## config.mk

```make
export PLATFORM = sky130hd
export DESIGN_NAME = jumptarg_pipe
export DESIGN_NICKNAME = d
export VERILOG_FILES = /design/src/rtl/jumptarg_pipe.sv
export SDC_FILE = /design/constraint.sdc
export NUM_CORES = 1
export LEC_CHECK = 0
export ABC_AREA = 1
export ABC_CLOCK_PERIOD_IN_PS = 4100
export BUFFER_PORTS_ARGS = -buffer_cell sky130_fd_sc_hd__buf_4
export CAP_MARGIN = 20
export CORE_ASPECT_RATIO = 0.75
export CORE_UTILIZATION = 39
export CTS_BUF_LIST = sky130_fd_sc_hd__clkbuf_8
export CTS_CLUSTER_DIAMETER = 40
export DETAILED_ROUTE_END_ITERATION = 6
export PLACE_DENSITY = 0.71
export SLEW_MARGIN = 20
export SYNTH_ARGS = -nofsm -noshare
export SYNTH_HDL_FRONTEND = slang
export SYNTH_SLANG_ARGS = --single-unit
```

## constraint.sdc

```tcl
create_clock -name clk -period 4.1 [get_ports clk]
set_input_delay 0.41 -clock clk [delete_from_list [all_inputs] [get_ports clk]]
set_output_delay 0.41 -clock clk [all_outputs]
set_load 0.01 [all_outputs]
```

## src/rtl/jumptarg_pipe.sv

```systemverilog
// Registered JAL/JALR/BRANCH target generator sitting on the ID/EX boundary.
// Define JUMPTARG_RAS_EN to compile in the return-address stack predictor.
module jumptarg_pipe #(
    parameter int XLEN      = 32,
    parameter int RAS_DEPTH = 4
) (
    input  logic            clk,
    input  logic            rst,
    input  logic            in_valid,
    input  logic            stall,
    input  logic            flush,
    input  logic [31:0]     instrn,
    input  logic [XLEN-1:0] pc,
    input  logic [XLEN-1:0] rs1,
    output logic            out_valid,
    output logic [XLEN-1:0] target,
    output logic [XLEN-1:0] link,
    output logic [1:0]      kind,
    output logic            misaligned,
    output logic            ras_hit,
    output logic [XLEN-1:0] ras_target
);
    localparam logic [6:0] OP_JAL    = 7'b1101111;
    localparam logic [6:0] OP_JALR   = 7'b1100111;
    localparam logic [6:0] OP_BRANCH = 7'b1100011;

    localparam logic [1:0] KIND_NONE   = 2'd0;
    localparam logic [1:0] KIND_JAL    = 2'd1;
    localparam logic [1:0] KIND_JALR   = 2'd2;
    localparam logic [1:0] KIND_BRANCH = 2'd3;

    logic            accept;
    logic [XLEN-1:0] imm_j;
    logic [XLEN-1:0] imm_i;
    logic [XLEN-1:0] imm_b;
    logic [XLEN-1:0] jalr_sum;
    logic [XLEN-1:0] link_d;
    logic [XLEN-1:0] target_d;
    logic [1:0]      kind_d;

    assign accept   = in_valid & ~stall & ~flush;
    assign imm_j    = {{(XLEN-21){instrn[31]}}, instrn[31], instrn[19:12], instrn[20],
                       instrn[30:21], 1'b0};
    assign imm_i    = {{(XLEN-12){instrn[31]}}, instrn[31:20]};
    assign imm_b    = {{(XLEN-13){instrn[31]}}, instrn[31], instrn[7], instrn[30:25],
                       instrn[11:8], 1'b0};
    assign jalr_sum = rs1 + imm_i;
    assign link_d   = pc + XLEN'(4);

    always_comb begin
        kind_d   = KIND_NONE;
        target_d = '0;
        case (instrn[6:0])
            OP_JAL: begin
                kind_d   = KIND_JAL;
                target_d = pc + imm_j;
            end
            OP_JALR: begin
                kind_d   = KIND_JALR;
                target_d = {jalr_sum[XLEN-1:1], 1'b0};
            end
            OP_BRANCH: begin
                kind_d   = KIND_BRANCH;
                target_d = pc + imm_b;
            end
            default: ;
        endcase
    end

    // flush wins over stall; an idle cycle only drops out_valid
    always_ff @(posedge clk or posedge rst) begin
        if (rst) begin
            out_valid  <= 1'b0;
            target     <= '0;
            link       <= '0;
            kind       <= KIND_NONE;
            misaligned <= 1'b0;
        end else if (flush) begin
            out_valid  <= 1'b0;
            kind       <= KIND_NONE;
            misaligned <= 1'b0;
        end else if (accept) begin
            out_valid  <= (kind_d != KIND_NONE);
            target     <= target_d;
            link       <= link_d;
            kind       <= kind_d;
            misaligned <= target_d[1];
        end else if (!stall) begin
            out_valid  <= 1'b0;
        end
    end

`ifdef JUMPTARG_RAS_EN
    localparam int             PTR_W     = $clog2(RAS_DEPTH);
    localparam logic [PTR_W:0] DEPTH_CNT = (PTR_W+1)'(RAS_DEPTH);

    logic [XLEN-1:0]  ras_mem [RAS_DEPTH];
    logic [PTR_W-1:0] ras_ptr;
    logic [PTR_W-1:0] top_idx;
    logic [PTR_W-1:0] ptr_after_pop;
    logic [PTR_W-1:0] ptr_nxt;
    logic [PTR_W:0]   ras_cnt;
    logic [PTR_W:0]   cnt_after_pop;
    logic [PTR_W:0]   cnt_nxt;
    logic [4:0]       rd_idx;
    logic [4:0]       rs_idx;
    logic             rd_link;
    logic             rs_link;
    logic             push;
    logic             pop;
    logic             pop_hit;

    assign rd_idx  = instrn[11:7];
    assign rs_idx  = instrn[19:15];
    assign rd_link = (rd_idx == 5'd1) || (rd_idx == 5'd5);
    assign rs_link = (rs_idx == 5'd1) || (rs_idx == 5'd5);
    assign push    = accept && ((kind_d == KIND_JAL) || (kind_d == KIND_JALR)) && rd_link;
    assign pop     = accept && (kind_d == KIND_JALR) && rs_link
                     && (!rd_link || (rd_idx != rs_idx));
    assign pop_hit = pop && (ras_cnt != '0);

    // ras_ptr is the next free slot; a pop+push rewrites the current top in place
    assign top_idx       = ras_ptr - PTR_W'(1);
    assign ptr_after_pop = pop_hit ? top_idx : ras_ptr;
    assign cnt_after_pop = pop_hit ? ras_cnt - (PTR_W+1)'(1) : ras_cnt;
    assign ptr_nxt       = push ? ptr_after_pop + PTR_W'(1) : ptr_after_pop;
    assign cnt_nxt       = (push && (cnt_after_pop != DEPTH_CNT))
                           ? cnt_after_pop + (PTR_W+1)'(1) : cnt_after_pop;

    always_ff @(posedge clk or posedge rst) begin
        if (rst) begin
            ras_ptr    <= '0;
            ras_cnt    <= '0;
            ras_hit    <= 1'b0;
            ras_target <= '0;
        end else begin
            ras_ptr <= ptr_nxt;
            ras_cnt <= cnt_nxt;
            if (flush) begin
                ras_hit <= 1'b0;
            end else if (accept) begin
                ras_hit    <= pop_hit;
                ras_target <= pop_hit ? ras_mem[top_idx] : '0;
            end
        end
    end

    always_ff @(posedge clk) begin
        if (push) begin
            ras_mem[ptr_after_pop] <= link_d;
        end
    end
`else
    logic unused_cfg;

    assign unused_cfg = (RAS_DEPTH > 1);
    assign ras_hit    = 1'b0;
    assign ras_target = '0;
`endif

endmodule

```

==> results of run 1 <==
logic make-up (layout without fill, tap and decap cells):
| group | Yosys count | count (layout) | share of synthesized area [%] |
|---|---|---|---|
| xor+xnor | 32 | 32 | 3.235 |
| buf+inv | 305 | 438 | 14.97 |
| simple gates | 941 | 941 | 45.42 |
| fa+ha+maj | 66 | 66 | 9.704 |
| compound gates | 113 | 113 | 6.989 |
| other cells | 1 | 33 | 0.04328 |
| flops | 68 | 68 | 19.64 |
metrics by stage:
step | hold slack (ns) | area (sq um)
2_1_floorplan | 0.5086 | 8785
3_3_place_gp | 0.4562 | 10090
3_5_place_dp | 0.4648 | 10090
4_1_cts | 0.2398 | 10300
5_1_grt | 0.2550 | 10300
6_report | 0.2045 | 10300
cell usage in the layout, fill, tap and decap left out, types with 9 or more instances in the layout:
master,n
conb_1,33
dfrtp_1,68
o21ai_0,26
o21ai_1,23
inv_1,239
xnor2_1,14
ha_1,64
nand4_1,17
nor3_1,11
inv_2,12
xor2_1,18
nand3_1,97
a21oi_1,48
nor2_1,102
nand2_1,663
buf_4,172
clkbuf_8,13
nand3b_1,9
worst paths after layout:
kind | from | to | cells past startpoint
setup / recovery | instrn[4] | target[28] | 22
hold / removal | rst | link[0] | 2
max in group asynchronous | rst | link[7] | 3
hold reg to reg | link[1] | link[1] | 2
setup reg to reg | link[4] | link[4] | 2
min in group clk | pc[0] | link[0] | 3
flip-flops by register name (all words and copies together) (netlist names):
name	cells
kind	2
link	32
misaligned	1
out_valid	1
target	32
final cells by class:
class | instances | area, sq um | share of cell area [%]
Clock buffer | 13 | 178.9 | 1.737
Clock inverter | 1 | 30.03 | 0.2916
Inverter | 252 | 945.9 | 9.185
Multi-Input combinational cell | 1185 | 5791 | 56.23
Sequential cell | 68 | 1702 | 16.52
Tap cell | 288 | 360.3 | 3.499
Timing Repair Buffer | 172 | 1291 | 12.54
power breakdown:
part,switching [W],internal (W)
Clock,0.000290,0.000341
Sequential,0.0000311,0.000725
Combinational,0.000634,0.000385
Total,0.000956,0.00145
layer usage:
layer | global-route usage (%) | up-vias | share of wire (%)
met2 | 39.08 | 363 | 42
li1 | - | 4967 | -
met4 | 6.037 | 0 | 1.4
met1 | 36.50 | 4330 | 49
met3 | 4.268 | 25 | 7.6
met5 | 0 | - | 0
==> results.json, run 1 <==
{
  "outcome": "complete, but fails checks",
  "violations": "DRC",
  "ys_types": 47,
  "ys_seq_area_share_pct": 19.64,
  "p_total_w": 0.002407,
  "fill_cells": 2293,
  "clkSinkCount": 68,
  "die-area_sq_um": 22820,
  "rsz0062_at_grt": "false",
  "ctsResizeCount": 0,
  "finalSetupViolCount": 0,
  "grt_usage_pct": 25.26,
  "numCtsBuffers": 9,
  "crit_fanout": 8,
  "layout.nets": 1855,
  "hpwl_um": 23600,
  "critical_path.top_delay_family": "simple AND/OR/NAND/NOR gates",
  "slew_headroom_pct": 44.43,
  "ir_drop_mv": 0.1427,
  "worst_pin_slew_ns": 0.8323,
  "slew_viol_final": 0,
  "crit_path_end_kind": "register",
  "grt_max_degree": 41,
  "clkTransAtPathRegs_ns": 0.08,
  "grt_pass1_wl_um": 45030,
  "initial_core_util_pct": 40.36,
  "crit_top_cell": "nand2_1",
  "final.min_clock_period_ns": 2.914,
  "clkLatencyLatePin_ns": 0.37,
  "synth_commonest_cells": "nand2_1, inv_1, nor2_1",
  "drv_cap": 0,
  "synth_edf_count": 0,
  "routed_via_density": 4.894,
  "critPathArrivalTime_ns": 3.19,
  "cts-root-buf": "clkbuf_8",
  "synth_area_leaders": "nand2_1, dfrtp_1, inv_1, ha_1, nand3_1",
  "syn_area_per_cell_sq_um": 5.678,
  "wire_per_inst_um": 14.50,
  "yosys_most_used_dff": "dfrtp_1",
  "synth_area_sq_um": 8665,
  "power.density_nw_per_um2": 233.7,
  "antenna_left": 0,
  "yosys.area.top_type_share_pct": 28.72,
  "cpPeakStageDelay_ns": 0.38,
  "dp_cells": 1965,
  "tritoncts": "done",
  "ys_ff_latch": 68,
  "final_util_pct": 47.97,
  "crit_required_ns": 4.37,
  "fp.dieH_um": 131.1,
  "via_count": 9685,
  "crit_buf_inv": 4,
  "place.gp.congestion": 0.9199,
  "area.growth.synth_to_final_pct": 18.86,
  "p_leak_nw": 6.245,
  "gr-total-overflow": 0,
  "synth_warnings": 0,
  "core_area_sq_um": 21470,
  "cp_cell_sequence": "buf_4, nand3b_4, nor2_2, nand2_2, nor2_4, inv_2, or2_0, o21ai_1, inv_1, ha_1, nand2_1, nor2_1, inv_1, nor2_1, and2_1, nand2_1, nand2_1, nand2_1, nand3_1, nand2_1, nand2_1, nand2_1",
  "timing.fmax_mhz": 343.1,
  "drt-total-wl_um": 28700,
  "n_antenna_cell": 0,
  "worst_path_max_delay_cell": "ha_1",
  "num_rows": 46,
  "finalHoldViolCount": 0,
  "yosysTopAreaCell": "nand2_1",
  "postCtsSetupBuffers": 0,
  "h-tree-depth": 3,
  "fin_setup_tns_ns": 0,
  "cts_hold_buf": 0,
  "syn_inst": 1526,
  "drt_iter0_markers": 888,
  "ioPinCount": 202,
  "holdCritPathClass": "input port to async pin",
  "dp_slack_ns": 0.8526,
  "rrSetupSlack_ns": 3.41,
  "clk_path_buf_depth": 2,
  "postSynth.asyncResetShare_pct": 100.0,
  "drt-pass1-iter-count": 7,
  "period_share_pct": 71.08,
  "antenna_found_initial": 0,
  "setup_slack_ns": 1.186,
  "start_kind": "input port",
  "fin_cells": 1979,
  "yosysMostFrequentCell": "nand2_1",
  "die_w_um": 174.1,
  "portBuffers": 168,
  "fin_skew_ns": 0,
  "drive_gt1_share_pct": 13.13,
  "drc": 1,
  "grt_pass1_vias": 8581,
  "worstSetupPathType": "input port to register"
}
(Power assumes the default switching activity.)
==> run 2: changes to the inputs <==
--- a/config.mk
+++ b/config.mk
@@ -6,7 +6,7 @@
 export NUM_CORES = 1
 export LEC_CHECK = 0
 export ABC_AREA = 1
-export ABC_CLOCK_PERIOD_IN_PS = 4100
+export ABC_CLOCK_PERIOD_IN_PS = 2600
 export BUFFER_PORTS_ARGS = -buffer_cell sky130_fd_sc_hd__buf_4
 export CAP_MARGIN = 20
 export CORE_ASPECT_RATIO = 0.75
@@ -14,7 +14,7 @@
 export CTS_BUF_LIST = sky130_fd_sc_hd__clkbuf_8
 export CTS_CLUSTER_DIAMETER = 40
 export DETAILED_ROUTE_END_ITERATION = 6
-export PLACE_DENSITY = 0.71
+export PLACE_DENSITY = 0.73
 export SLEW_MARGIN = 20
 export SYNTH_ARGS = -nofsm -noshare
 export SYNTH_HDL_FRONTEND = slang
==> constraint.sdc (replaced) <==
create_clock -name clk -period 2.6 [get_ports clk]
set_input_delay 0.26 -clock clk [delete_from_list [all_inputs] [get_ports clk]]
set_output_delay 0.26 -clock clk [all_outputs]
set_load 0.01 [all_outputs]
==> run 2 against run 1 <==
Effect of this change: the run now ends clean; register-to-register slack worse by 1.5 ns; hold slack worse by 0.083 ns; clock power up 58%; design area up 4.3%; worst setup slack worse by 1.0 ns; largest cell class unchanged; global-route usage up 0.091 points; flip-flop and latch count unchanged; wire length up 1.2%; first-iteration DRC count down 10%; critical path type unchanged; die area unchanged.
==> results.json, run 2 (synthesis results as in run 1) <==
{
  "outcome": "finished clean",
  "p_leak_nw": 6.483,
  "clk_path_buf_depth": 2,
  "reg_top3": "link (32), target (32), kind (2)",
  "postCtsSetupBuffers": 0,
  "drt-total-wl_um": 29040,
  "worst_pin_slew_ns": 0.6031,
  "initial_core_util_pct": 40.36,
  "drt_iter0_markers": 797,
  "grt_max_degree": 31,
  "place.gp.congestion": 0.9224,
  "tritoncts": "done",
  "start_kind": "input port",
  "finalHoldViolCount": 0,
  "timing.fmax_mhz": 413.9,
  "multi_input_area_sq_um": 5886,
  "top_layer": "met4",
  "slew_headroom_pct": 59.49,
  "dr_wl_met3_um": 2553,
  "fill_cells": 2282,
  "setup_slack_ns": 0.1837,
  "final.min_clock_period_ns": 2.416,
  "hpwl_um": 24060,
  "period_share_pct": 92.93,
  "fin_skew_ns": 0,
  "grt_usage_pct": 25.35,
  "ir_drop_mv": 0.2302,
  "fp.dieH_um": 131.1,
  "portBuffers": 168,
  "cp_cell_sequence": "buf_4, nand3b_4, nor2_2, nand2_2, nor2_4, inv_2, buf_4, nand2_1, nand2_1, ha_1, nand2_1, nand2_1, nand2_1, nand2_1, nand2_1, nand3_1, o21ai_0, nand2_1, nand2_1, nand2_1",
  "grt_pass1_vias": 8740,
  "cts-root-buf": "clkbuf_8",
  "worst_path_max_delay_cell": "o21ai_0",
  "ioPinCount": 202,
  "critPathArrivalTime_ns": 2.68,
  "n_antenna_cell": 0,
  "layout_commonest_cell": "nand2_1",
  "dp_cells": 2010,
  "regArea_sq_um": 1702,
  "wire_per_inst_um": 14.34,
  "h-tree-depth": 3,
  "die_w_um": 174.1,
  "critical_path.top_delay_family": "simple AND/OR/NAND/NOR gates",
  "finalSetupViolCount": 0,
  "area.growth.synth_to_final_pct": 24.01,
  "m1WireLength_um": 13820,
  "die-area_sq_um": 22820,
  "clkSinkCount": 68,
  "drc": 0,
  "crit_fanout": 7,
  "final_cell_mix": "nand2_1, inv_1, buf_4, nor2_1, nand3_1",
  "cpPeakStageDelay_ns": 0.36,
  "routed_via_density": 4.903,
  "num_rows": 46,
  "antenna_found_initial": 0,
  "dp_slack_ns": -0.3063,
  "drv_cap": 0,
  "power.density_nw_per_um2": 363.0,
  "gr-total-overflow": 0,
  "clkTransAtPathRegs_ns": 0.07,
  "numCtsBuffers": 9,
  "crit_buf_inv": 3,
  "rsz0062_at_grt": "true",
  "crit_path_end_kind": "register",
  "fin_cells": 2025,
  "core_area_sq_um": 21470,
  "slew_viol_final": 0,
  "via_count": 9928,
  "layout.nets": 1901,
  "grt_pass1_wl_um": 45340,
  "clkLatencyLatePin_ns": 0.37,
  "drive_gt1_share_pct": 16.41,
  "crit_top_cell": "nand2_1",
  "crit_required_ns": 2.86,
  "drt-pass1-iter-count": 6,
  "antenna_left": 0,
  "worstSetupPathType": "input port to register",
  "wl_met2_um": 12260,
  "holdCritPathClass": "input port to register"
}
-- run 2: cell types whose count changed in the layout (fill, tap and decap cells not counted), sizes merged --
cell,delta
buf,+45
dlygate4sd3,+1
-- run 2: path summary, 6_finish.rpt --
| kind | end | start | slack, ns | cells past startpoint |
|---|---|---|---|---|
| worst max-delay path | target[11] | instrn[4] | 0.18 | 20 |
| worst min-delay path | link[0] | pc[0] | 0.12 | 3 |
| worst max register to register | link[29] | link[29] | 1.89 | 1 |
| worst min register to register | target[11] | target[11] | 0.49 | 2 |
| max in group asynchronous | target[24] | rst | 1.46 | 4 |
| min in group asynchronous | target[5] | rst | 0.39 | 3 |
-- run 2: routing by layer --
layer / vias up / track usage (%)
met5: - / 0
met4: 0 / 5.986
met3: 33 / 5.594
met2: 403 / 39.20
met1: 4417 / 35.91
li1: 5075 / -
-- run 2: final cells by class --
cell class,count,area share [%]
Clock inverter,1,0.2795
Sequential cell,68,15.84
Tap cell,288,3.354
Clock buffer,13,1.665
Multi-Input combinational cell,1185,54.77
Inverter,252,8.803
Timing Repair Buffer,218,15.29
-- run 2: timing repair --
action / in CTS / in global routing
endpoints found under the setup margin: 0 / 20
resized for setup: 0 / 22
endpoints found under the hold margin: 14 / 0
hold buffers: 1 / 0
-- run 2: stage by stage --
| stage | setup TNS, ns | util (%) | area (sq um) | total power (W) | hold slack [ns] |
|---|---|---|---|---|---|
| 6_report | 0 | 50.05 | 10750 | 0.003900 | 0.1210 |
| 5_1_grt | -0.07705 | 50.05 | 10750 | 0.004175 | 0.1442 |
| 4_1_cts | 0 | 49.59 | 10650 | 0.003877 | 0.1030 |
| 3_5_place_dp | -5.034 | 48.57 | 10430 | 0.002876 | 0.2469 |
| 3_3_place_gp | -3.866 | 48.57 | 10430 | 0.002851 | 0.2412 |
| 2_1_floorplan | 0 | - | 8786 | 0.002234 | 0.3717 |
-- run 2: where the power goes --
group	switching [W]	internal, W
combinational	0.00102	0.000684
sequential	0.0000518	0.00114
clock	0.000463	0.000539
total	0.00153	0.00237
-- run 2: worst min-delay path, cell delays in order --
cell and delay (ns):
buf_4 0.08, nand2_1 0.06, nand2_1 0.06
